## config.mk

```make
export PLATFORM = sky130hd
export DESIGN_NAME = seq_scan_ctrl_flat
export DESIGN_NICKNAME = d
export VERILOG_FILES = /design/src/rtl/seq_scan_ctrl_if.sv /design/src/rtl/seq_scan_ctrl.sv /design/src/flat_wrapper.sv
export SDC_FILE = /design/constraint.sdc
export NUM_CORES = 1
export LEC_CHECK = 0
export BUFFER_PORTS_ARGS = -buffer_cell sky130_fd_sc_hd__buf_4
export CAP_MARGIN = 20
export CORE_ASPECT_RATIO = 0.75
export CORE_UTILIZATION = 53
export CTS_BUF_LIST = sky130_fd_sc_hd__clkbuf_4
export DETAILED_ROUTE_END_ITERATION = 10
export GPL_ROUTABILITY_DRIVEN = 0
export PLACE_DENSITY = 0.77
export SYNTH_ARGS = -nofsm -noshare
export SYNTH_HDL_FRONTEND = slang
export SYNTH_SLANG_ARGS = --single-unit
```

## constraint.sdc

```tcl
create_clock -name clk -period 2.4 [get_ports clk]
set_input_delay 0.48 -clock clk [delete_from_list [all_inputs] [get_ports clk]]
set_output_delay 0.48 -clock clk [all_outputs]
set_load 0.05 [all_outputs]
```

## src/rtl/seq_scan_ctrl_if.sv

```systemverilog
// Word handshake between a producer and seq_scan_ctrl.
// Carries the valid/ready pair plus the data word and frame-end flag.
interface seq_scan_ctrl_if #(
  parameter int DATA_W = 16
);
  logic              in_valid;
  logic              in_ready;
  logic [DATA_W-1:0] in_data;
  logic              in_last;

  modport master (
    output in_valid,
    output in_data,
    output in_last,
    input  in_ready
  );

  modport slave (
    input  in_valid,
    input  in_data,
    input  in_last,
    output in_ready
  );
endinterface

```

## src/rtl/seq_scan_ctrl.sv

```systemverilog
// Serialises handshaked words MSB-first through a programmable
// overlapping pattern matcher with a saturating per-frame hit count.
module seq_scan_ctrl #(
  parameter int DATA_W  = 16,
  parameter int PAT_MAX = 8,
  parameter int CNT_W   = 8,
  parameter int LEN_W   = $clog2(PAT_MAX + 1)
) (
  input  logic               clk,
  input  logic               clr,
  input  logic               cfg_we,
  input  logic [PAT_MAX-1:0] cfg_pattern,
  input  logic [LEN_W-1:0]   cfg_len,
  seq_scan_ctrl_if.slave     in_if,
  output logic               busy,
  output logic               hit,
  output logic [CNT_W-1:0]   hit_cnt,
  output logic               frame_done
);

  localparam int BC_W = $clog2(DATA_W);

  localparam logic [LEN_W-1:0] PMAX =
    LEN_W'(PAT_MAX);
  localparam logic [LEN_W-1:0] DEF_LEN =
    LEN_W'(5);
  localparam logic [PAT_MAX-1:0] DEF_PAT =
    PAT_MAX'(5'b01110);
  localparam logic [CNT_W-1:0] CMAX =
    {CNT_W{1'b1}};
  localparam logic [BC_W-1:0] BC_TOP =
    BC_W'(DATA_W - 1);

  typedef enum logic [1:0] {
    IDLE,
    SHIFT,
    DONE
  } state_t;

  state_t state;
  state_t state_n;

  logic [DATA_W-1:0]  sreg;
  logic               last_q;
  logic [BC_W-1:0]    bcnt;
  logic [PAT_MAX-1:0] hist;
  logic [PAT_MAX-1:0] hist_n;
  logic [LEN_W-1:0]   fill;
  logic [LEN_W-1:0]   fill_n;
  logic               first_q;
  logic [PAT_MAX-1:0] pat_q;
  logic [LEN_W-1:0]   len_q;
  logic [LEN_W-1:0]   len_clamp;
  logic [PAT_MAX-1:0] mask;
  logic               accept;
  logic               step;
  logic               match;
  logic               cfg_ok;

  always_ff @(posedge clk or negedge clr) begin
    if (!clr) begin
      state <= IDLE;
    end else begin
      state <= state_n;
    end
  end

  always_comb begin
    state_n = state;
    accept  = 1'b0;
    step    = 1'b0;
    unique case (state)
      IDLE: begin
        if (in_if.in_valid) begin
          accept  = 1'b1;
          state_n = SHIFT;
        end
      end
      SHIFT: begin
        step = 1'b1;
        if (bcnt == '0) begin
          state_n = last_q ? DONE : IDLE;
        end
      end
      DONE: begin
        state_n = IDLE;
      end
      default: begin
        state_n = IDLE;
      end
    endcase
  end

  assign in_if.in_ready = (state == IDLE);
  assign busy           = (state != IDLE);
  assign frame_done     = (state == DONE);
  assign cfg_ok         = cfg_we && (state == IDLE);

  // Matching looks at the history as it will be after this bit.
  always_comb begin
    hist_n = {hist[PAT_MAX-2:0], sreg[DATA_W-1]};
    fill_n = (fill == PMAX) ? PMAX : fill + 1'b1;
    mask   = ~({PAT_MAX{1'b1}} << len_q);
    match  = (len_q != '0)
          && (((hist_n ^ pat_q) & mask) == '0)
          && (fill_n >= len_q);
    len_clamp = (cfg_len > PMAX) ? PMAX : cfg_len;
  end

  always_ff @(posedge clk or negedge clr) begin
    if (!clr) begin
      sreg    <= '0;
      last_q  <= 1'b0;
      bcnt    <= '0;
      hist    <= '0;
      fill    <= '0;
      first_q <= 1'b1;
      pat_q   <= DEF_PAT;
      len_q   <= DEF_LEN;
      hit     <= 1'b0;
      hit_cnt <= '0;
    end else begin
      hit <= step && match;
      if (cfg_ok) begin
        pat_q <= cfg_pattern;
        len_q <= len_clamp;
      end
      if (accept) begin
        sreg    <= in_if.in_data;
        last_q  <= in_if.in_last;
        bcnt    <= BC_TOP;
        first_q <= 1'b0;
        if (first_q) begin
          hit_cnt <= '0;
        end
      end
      if (step) begin
        sreg <= {sreg[DATA_W-2:0], 1'b0};
        bcnt <= bcnt - 1'b1;
        hist <= hist_n;
        fill <= fill_n;
        if (match && (hit_cnt != CMAX)) begin
          hit_cnt <= hit_cnt + 1'b1;
        end
      end
      if (state == DONE) begin
        hist    <= '0;
        fill    <= '0;
        first_q <= 1'b1;
      end
    end
  end

endmodule

```

## src/flat_wrapper.sv

```systemverilog
// flat-port wrapper written by rule: the top's interface ports become plain ports
module seq_scan_ctrl_flat 
#(
  parameter int DATA_W  = 16,
  parameter int PAT_MAX = 8,
  parameter int CNT_W   = 8,
  parameter int LEN_W   = $clog2(PAT_MAX + 1)
)
  (clk, clr, cfg_we, cfg_pattern, cfg_len, busy, hit, hit_cnt, frame_done, in_if_in_valid, in_if_in_data, in_if_in_last, in_if_in_ready);
  seq_scan_ctrl_if #(.DATA_W(DATA_W)) in_if_i ();
  input  logic clk;
  input  logic clr;
  input  logic cfg_we;
  input  logic [PAT_MAX-1:0] cfg_pattern;
  input  logic [LEN_W-1:0] cfg_len;
  output logic busy;
  output logic hit;
  output logic [CNT_W-1:0] hit_cnt;
  output logic frame_done;
  input wire logic [$bits(in_if_i.in_valid)-1:0] in_if_in_valid;
  input wire logic [$bits(in_if_i.in_data)-1:0] in_if_in_data;
  input wire logic [$bits(in_if_i.in_last)-1:0] in_if_in_last;
  output wire logic [$bits(in_if_i.in_ready)-1:0] in_if_in_ready;
  assign in_if_i.in_valid = in_if_in_valid;
  assign in_if_i.in_data = in_if_in_data;
  assign in_if_i.in_last = in_if_in_last;
  assign in_if_in_ready = in_if_i.in_ready;
  seq_scan_ctrl #(.DATA_W(DATA_W), .PAT_MAX(PAT_MAX), .CNT_W(CNT_W), .LEN_W(LEN_W)) u_core (.clk(clk), .clr(clr), .cfg_we(cfg_we), .cfg_pattern(cfg_pattern), .cfg_len(cfg_len), .in_if(in_if_i), .busy(busy), .hit(hit), .hit_cnt(hit_cnt), .frame_done(frame_done));
endmodule
```

### After elaboration in Yosys (flattened, before gate mapping)

Cells that the tools add are included.

| word-level totals | value |
|---|---|
| flip-flop bits (word level) | 56 |
| output and inout bits | 12 |
| input port bits | 33 |

| cells by class | value |
|---|---|
| order comparisons | 2 |
| add/sub/neg operators | 3 |
| bitwise logic cells | 3 |
| equality and inequality tests | 6 |
| mux-type cells | 23 |
| reduce and logical (&&, ||, !) cells | 14 |
| shift operators | 1 |

Operator list:

| operator | count |
|---|---|
| two-way mux 16 bit | 2 |
| two-way mux 8 bit | 4 |
| two-way mux 4 bit | 6 |
| two-way mux 7 bit | 2 |
| adder 8 x 1 -> 8 bit (second input constant) | 1 |
| AND 8 bit | 1 |
| zero test 8 bit | 1 |
| inequality test 8 bit (second input constant) | 1 |
| inverter 8 bit | 1 |
| nonzero test 2 bit | 4 |
| left shift 8 x 4 -> 8 bit (first input constant) | 1 |
| XOR 8 bit | 1 |
| two-way mux 2 bit | 3 |
| logical AND 1 bit | 5 |
| two-way mux 1 bit | 5 |
| adder 4 x 1 -> 4 bit (second input constant) | 1 |
| == test 4 bit (second input constant) | 1 |
| >= comparator 4 bit | 1 |
| > comparator 4 bit (second input constant) | 1 |
| zero test 4 bit | 1 |
| one-hot mux 2 bit (2 select lines) | 1 |
| nonzero test 4 bit | 1 |
| subtractor 4 x 1 -> 4 bit (second input constant) | 1 |
| == test 2 x 1 -> 1 bit (second input constant) | 1 |
| 5 further kinds | 5 |

### Depth between registers and ports, before layout

| logic depth | value |
|---|---|
| depth in word-level cells | 9 |
| gate-level depth with buffers | 12 |

### Worst setup path after synthesis

No wires, ideal clock.

| path | value |
|---|---|
| kind | register to register |
| start point | register u_core.fill[0] |
| end point | register u_core.hit_cnt[6] |
| cell stages (with the launch flop) | 13 |
| setup time | 0.122 ns |
| arrival time | 2.275 ns |
| path slack | 0.003 ns |
| required time | 2.278 ns |
| cell sequence | dfrtp_1 > inv_1 > ha_1 > nand2_1 > nand3_1 > o21ai_0 > ha_1 > o21a_1 > o22ai_1 > or3_1 > or3_1 > buf_6 > a32o_1 |

| between the ends | value |
|---|---|
| word-level cells in the longest chain between the ends | 7 |
| elaborated cells on any way between the ends | 8 |
| classes of those cells | add/sub (1); order compare (1); eq/ne (1); mux (3); reduce/logical (2) |

RTL lines:

| element | line | RTL |
|---|---|---|
| start, declared | seq_scan_ctrl.sv:48 | `logic [LEN_W-1:0] fill;` |
| start signal, assigned | seq_scan_ctrl.sv:141 | `fill <= fill_n;` |
| adder 4 x 1 -> 4 bit / == test 4 bit (equally long branches) | seq_scan_ctrl.sv:102 | `fill_n = (fill == PMAX) ? PMAX : fill + 1'b1;` |
| two-way mux 4 bit * | seq_scan_ctrl.sv:102 |  |
| >= comparator 4 bit * | seq_scan_ctrl.sv:106 | `&& (fill_n >= len_q);` |
| logical AND 1 bit * | seq_scan_ctrl.sv:106 |  |
| logical AND 1 bit * | seq_scan_ctrl.sv:142 | `if (match && (hit_cnt != CMAX)) begin` |
| two-way mux 8 bit * | seq_scan_ctrl.sv:142 |  |
| two-way mux 8 bit * | seq_scan_ctrl.sv:137 | `if (step) begin` |
| end signal, assigned | seq_scan_ctrl.sv:143 | `hit_cnt <= hit_cnt + 1'b1;` |
| end, declared | seq_scan_ctrl.sv:17 | `output logic [CNT_W-1:0] hit_cnt,` |

Mark *: on every way between the ends. The rest lies on a longest branch, timed or not.
A chain may end at the register's enable or synchronous reset.

### Worst setup path after layout

| path | value |
|---|---|
| start point | register u_core.fill[0] |
| end point | register u_core.hit_cnt[0] |

The elaborated chain is that of the path after synthesis.

==> reports/qor.txt <==
Starting Density = 56.44%
Util after Layout = 67.01%
CP max FO = 7
most frequent cells in the layout = 50 x buf_4, 50 x dfrtp_1, 37 x nand2_1
GR Overflow Total = 0
max-cap check violation count = 0
Peak VDD IR = 0.6028 mV
Worst Path Required = 2.67 ns
Synth Register Bits = 56
HPWL after DPL = 3742 um
power per cell area = 1346 mW/mm2
DRC Markers = 0
Placement Setup Slack = -0.1620 ns
critical path capture point type = flop
Primary FF master, synth = dfrtp_1
mean post-synth cell area = 10.25 um2
Skew-Pair Late Insertion Delay = 0.37 ns
initial antenna violation count = 0
mapped cell area = 0.002828 mm2
Post-synth ARST share = 100.0%
design area = 0.003357 mm2
final total power = 4520 uW
Synth top area share = 44.25%
largest net degree at the start of global routing = 57
Hold Path Class = in -> async
ANT nets after route = 0
H-tree lvl count = 2
Final Skew = 0.009203 ns
CP peak stage delay = 0.44 ns
Syn Nets = 320
Antenna Cells = 0
# setup viols final = 0
Avg Vias per Cell = 5.271
P&R area growth vs syn = 18.72%
first-pass GRT wire length = 8928 um
worst reg2reg path startpoint = u_core.fill[0]
Syn Inst Count = 276
Placement Cell Area = 0.003217 mm2
Reg clk slew, reported paths = 0.16 ns
relative slew slack = 54.56%
Pins Over Slew Limit = 0
Die X = 86.34 um
RSZ-0062 raised after global routing = yes
Row Count = 22
slowest CP cell = dfrtp_1
status = completed
FF-to-FF End = u_core.hit_cnt[0]
final wirelength = 5408 um
Ports = 45
top cells by area, synth = dfrtp_1 44%, mux2i_1 7.8%, dfstp_2 5.6%, nand2_1 5.0%, ha_1 4.9%
core box area = 0.005010 mm2
clock root cell = clkbuf_4
Reg2Reg Setup Slack = 0.001 ns
CP most frequent cell = buf_4
Routed WL per cell = 13.69 um
startpoint types = flop
EDFF count, synth = 0
Worst EP arrival = 2.67 ns
Clock Sinks = 56
filler cell count = 417
cts bufs inserted = 5
PortBufs = 44
fraction of layout cells with a size suffix above 1 = 26.63%
Placed Cells = 384
synth warn = 0
Seq/Total Area, Yosys = 49.82%
Die H = 65.26 um
vias in the first global route = 1901
number of distinct library cells after synthesis = 35
fin crit period = 2.399 ns
Layout Cells excl Fill = 395
slack of the critical path = 0.001255 ns
Worst-Margin Slew = 0.6816 ns
gr usage total = 20.74%
Setup CP Type = reg -> reg
Nets = 366
buffer depth of the longest clock path = 2
Max Freq = 416.9 MHz
vias = 2082
Pleak = 0.001552 uW
Fin. Hold Viols = 0
reg2reg path depth = 12
Pre-antenna DRT Iters = 4
1st-iter DRT viols = 107
CTS tree = built
Tcrit/Tclk final = 99.95%
cell taking the most area after synthesis = dfrtp_1
CP Cell Sequence = inv_2 > buf_4 > buf_4 > buf_4 > o21ai_2 > ha_1 > nand2b_4 > a2111oi_2 > a211o_1 > or3_4 > buf_8 > mux2i_1
full die area = 0.005634 mm2
## state kept, by name, indices dropped and copies added, names as in the netlist
register        count
u_core.state        2
u_core.first_q      1
u_core.fill         4
u_core.len_q        4
u_core.bcnt         4
u_core.hit          1
u_core.last_q       1
u_core.hit_cnt      8
u_core.pat_q        8
u_core.hist         7
u_core.sreg        16
## synthesized netlist by cell type, types with 2 or more instances
library cell  count
dfrtp_1          50
nand2_1          38
mux2i_1          22
o21ai_0          22
inv_1            20
ha_1             11
o21ai_1          11
xnor2_1          10
clkbuf_1          9
mux2_2            9
nand2b_1          9
a21oi_1           8
nand3b_1          8
nand3_1           7
nor3_1            7
dfstp_2           6
xor2_1            6
o22ai_1           4
buf_6             2
or3_1             2
## routing by layer
metal / wire length, um / track usage, % / vias up
li1: - / - / 1033
met1: 2664 / 30.85 / 1002
met2: 2493 / 30.65 / 42
met3: 200 / 3.894 / 5
met4: 51 / 6.667 / 0
met5: 0 / 0 / -
## critical path, delay by kind of cell, from the launching register on
kind / cells / cell delay (ns)
buffers and inverters: 5 / 0.56
and+or+nand+nor: 2 / 0.52
DFF: 1 / 0.44
AOI/OAI and AO/OA: 3 / 0.38
adders and majority gates: 1 / 0.29
muxes: 1 / 0.11
## metrics by stage
stage	TNS (ns)	hold slack (ns)
2_1_floorplan	0	0.1844
3_3_place_gp	0	0.4590
3_5_place_dp	-1.055	0.4637
4_1_cts	0	0.1473
5_1_grt	-0.3663	0.1688
6_report	0	0.1281
## worst max-delay path by stage
| stage | from | endpoint | slack (ns) | cells after the start |
|---|---|---|---|---|
| CTS | u_core.fill[0] | u_core.hit_cnt[1] | 0.001 | 12 |
| global route | u_core.fill[0] | u_core.hit_cnt[5] | -0.07 | 12 |
| finish | u_core.fill[0] | u_core.hit_cnt[0] | 0.001 | 12 |
| detailed placement | u_core.fill[0] | u_core.hit_cnt[1] | -0.16 | 11 |
| floorplan | u_core.fill[0] | u_core.hit_cnt[6] | 0.003 | 12 |
| global placement | u_core.fill[0] | u_core.hit_cnt[0] | 0.01 | 12 |
## what timing repair did
item                                    in CTS  in global routing
pin swaps                                    3                  4
hold buffers                                 0                  0
gates resized for setup                     13                  5
hold endpoints to repair                     0                  0
setup buffers                                2                  1
endpoints found under the setup margin       8                  8
## layout make-up
| class | instances | area (um2) | area share [%] |
|---|---|---|---|
| Tap cell | 72 | 90.09 | 2.684 |
| Timing Repair Buffer | 51 | 390.4 | 11.63 |
| Multi-Input combinational cell | 188 | 1341 | 39.96 |
| Sequential cell | 56 | 1409 | 41.97 |
| Clock buffer | 5 | 37.54 | 1.118 |
| Clock inverter | 3 | 13.76 | 0.4100 |
| Inverter | 20 | 75.07 | 2.236 |
## kinds of logic after synthesis
family / count (synthesis) / synth area share, %
mux: 31 / 11.37
compound gates: 52 / 10.18
flops: 56 / 49.82
buf+inv: 32 / 4.823
simple gates: 78 / 13.98
xor+xnor: 16 / 4.956
fa+ha+maj: 11 / 4.867
## where the power goes
part / internal (uW) / switching (uW) / leakage [uW]
Combinational: 1020 / 1310 / 0.000826
Sequential: 1400 / 382 / 0.000693
Clock: 109 / 292 / 0.0000324
Note: power is estimated with default switching activity, not from simulation.
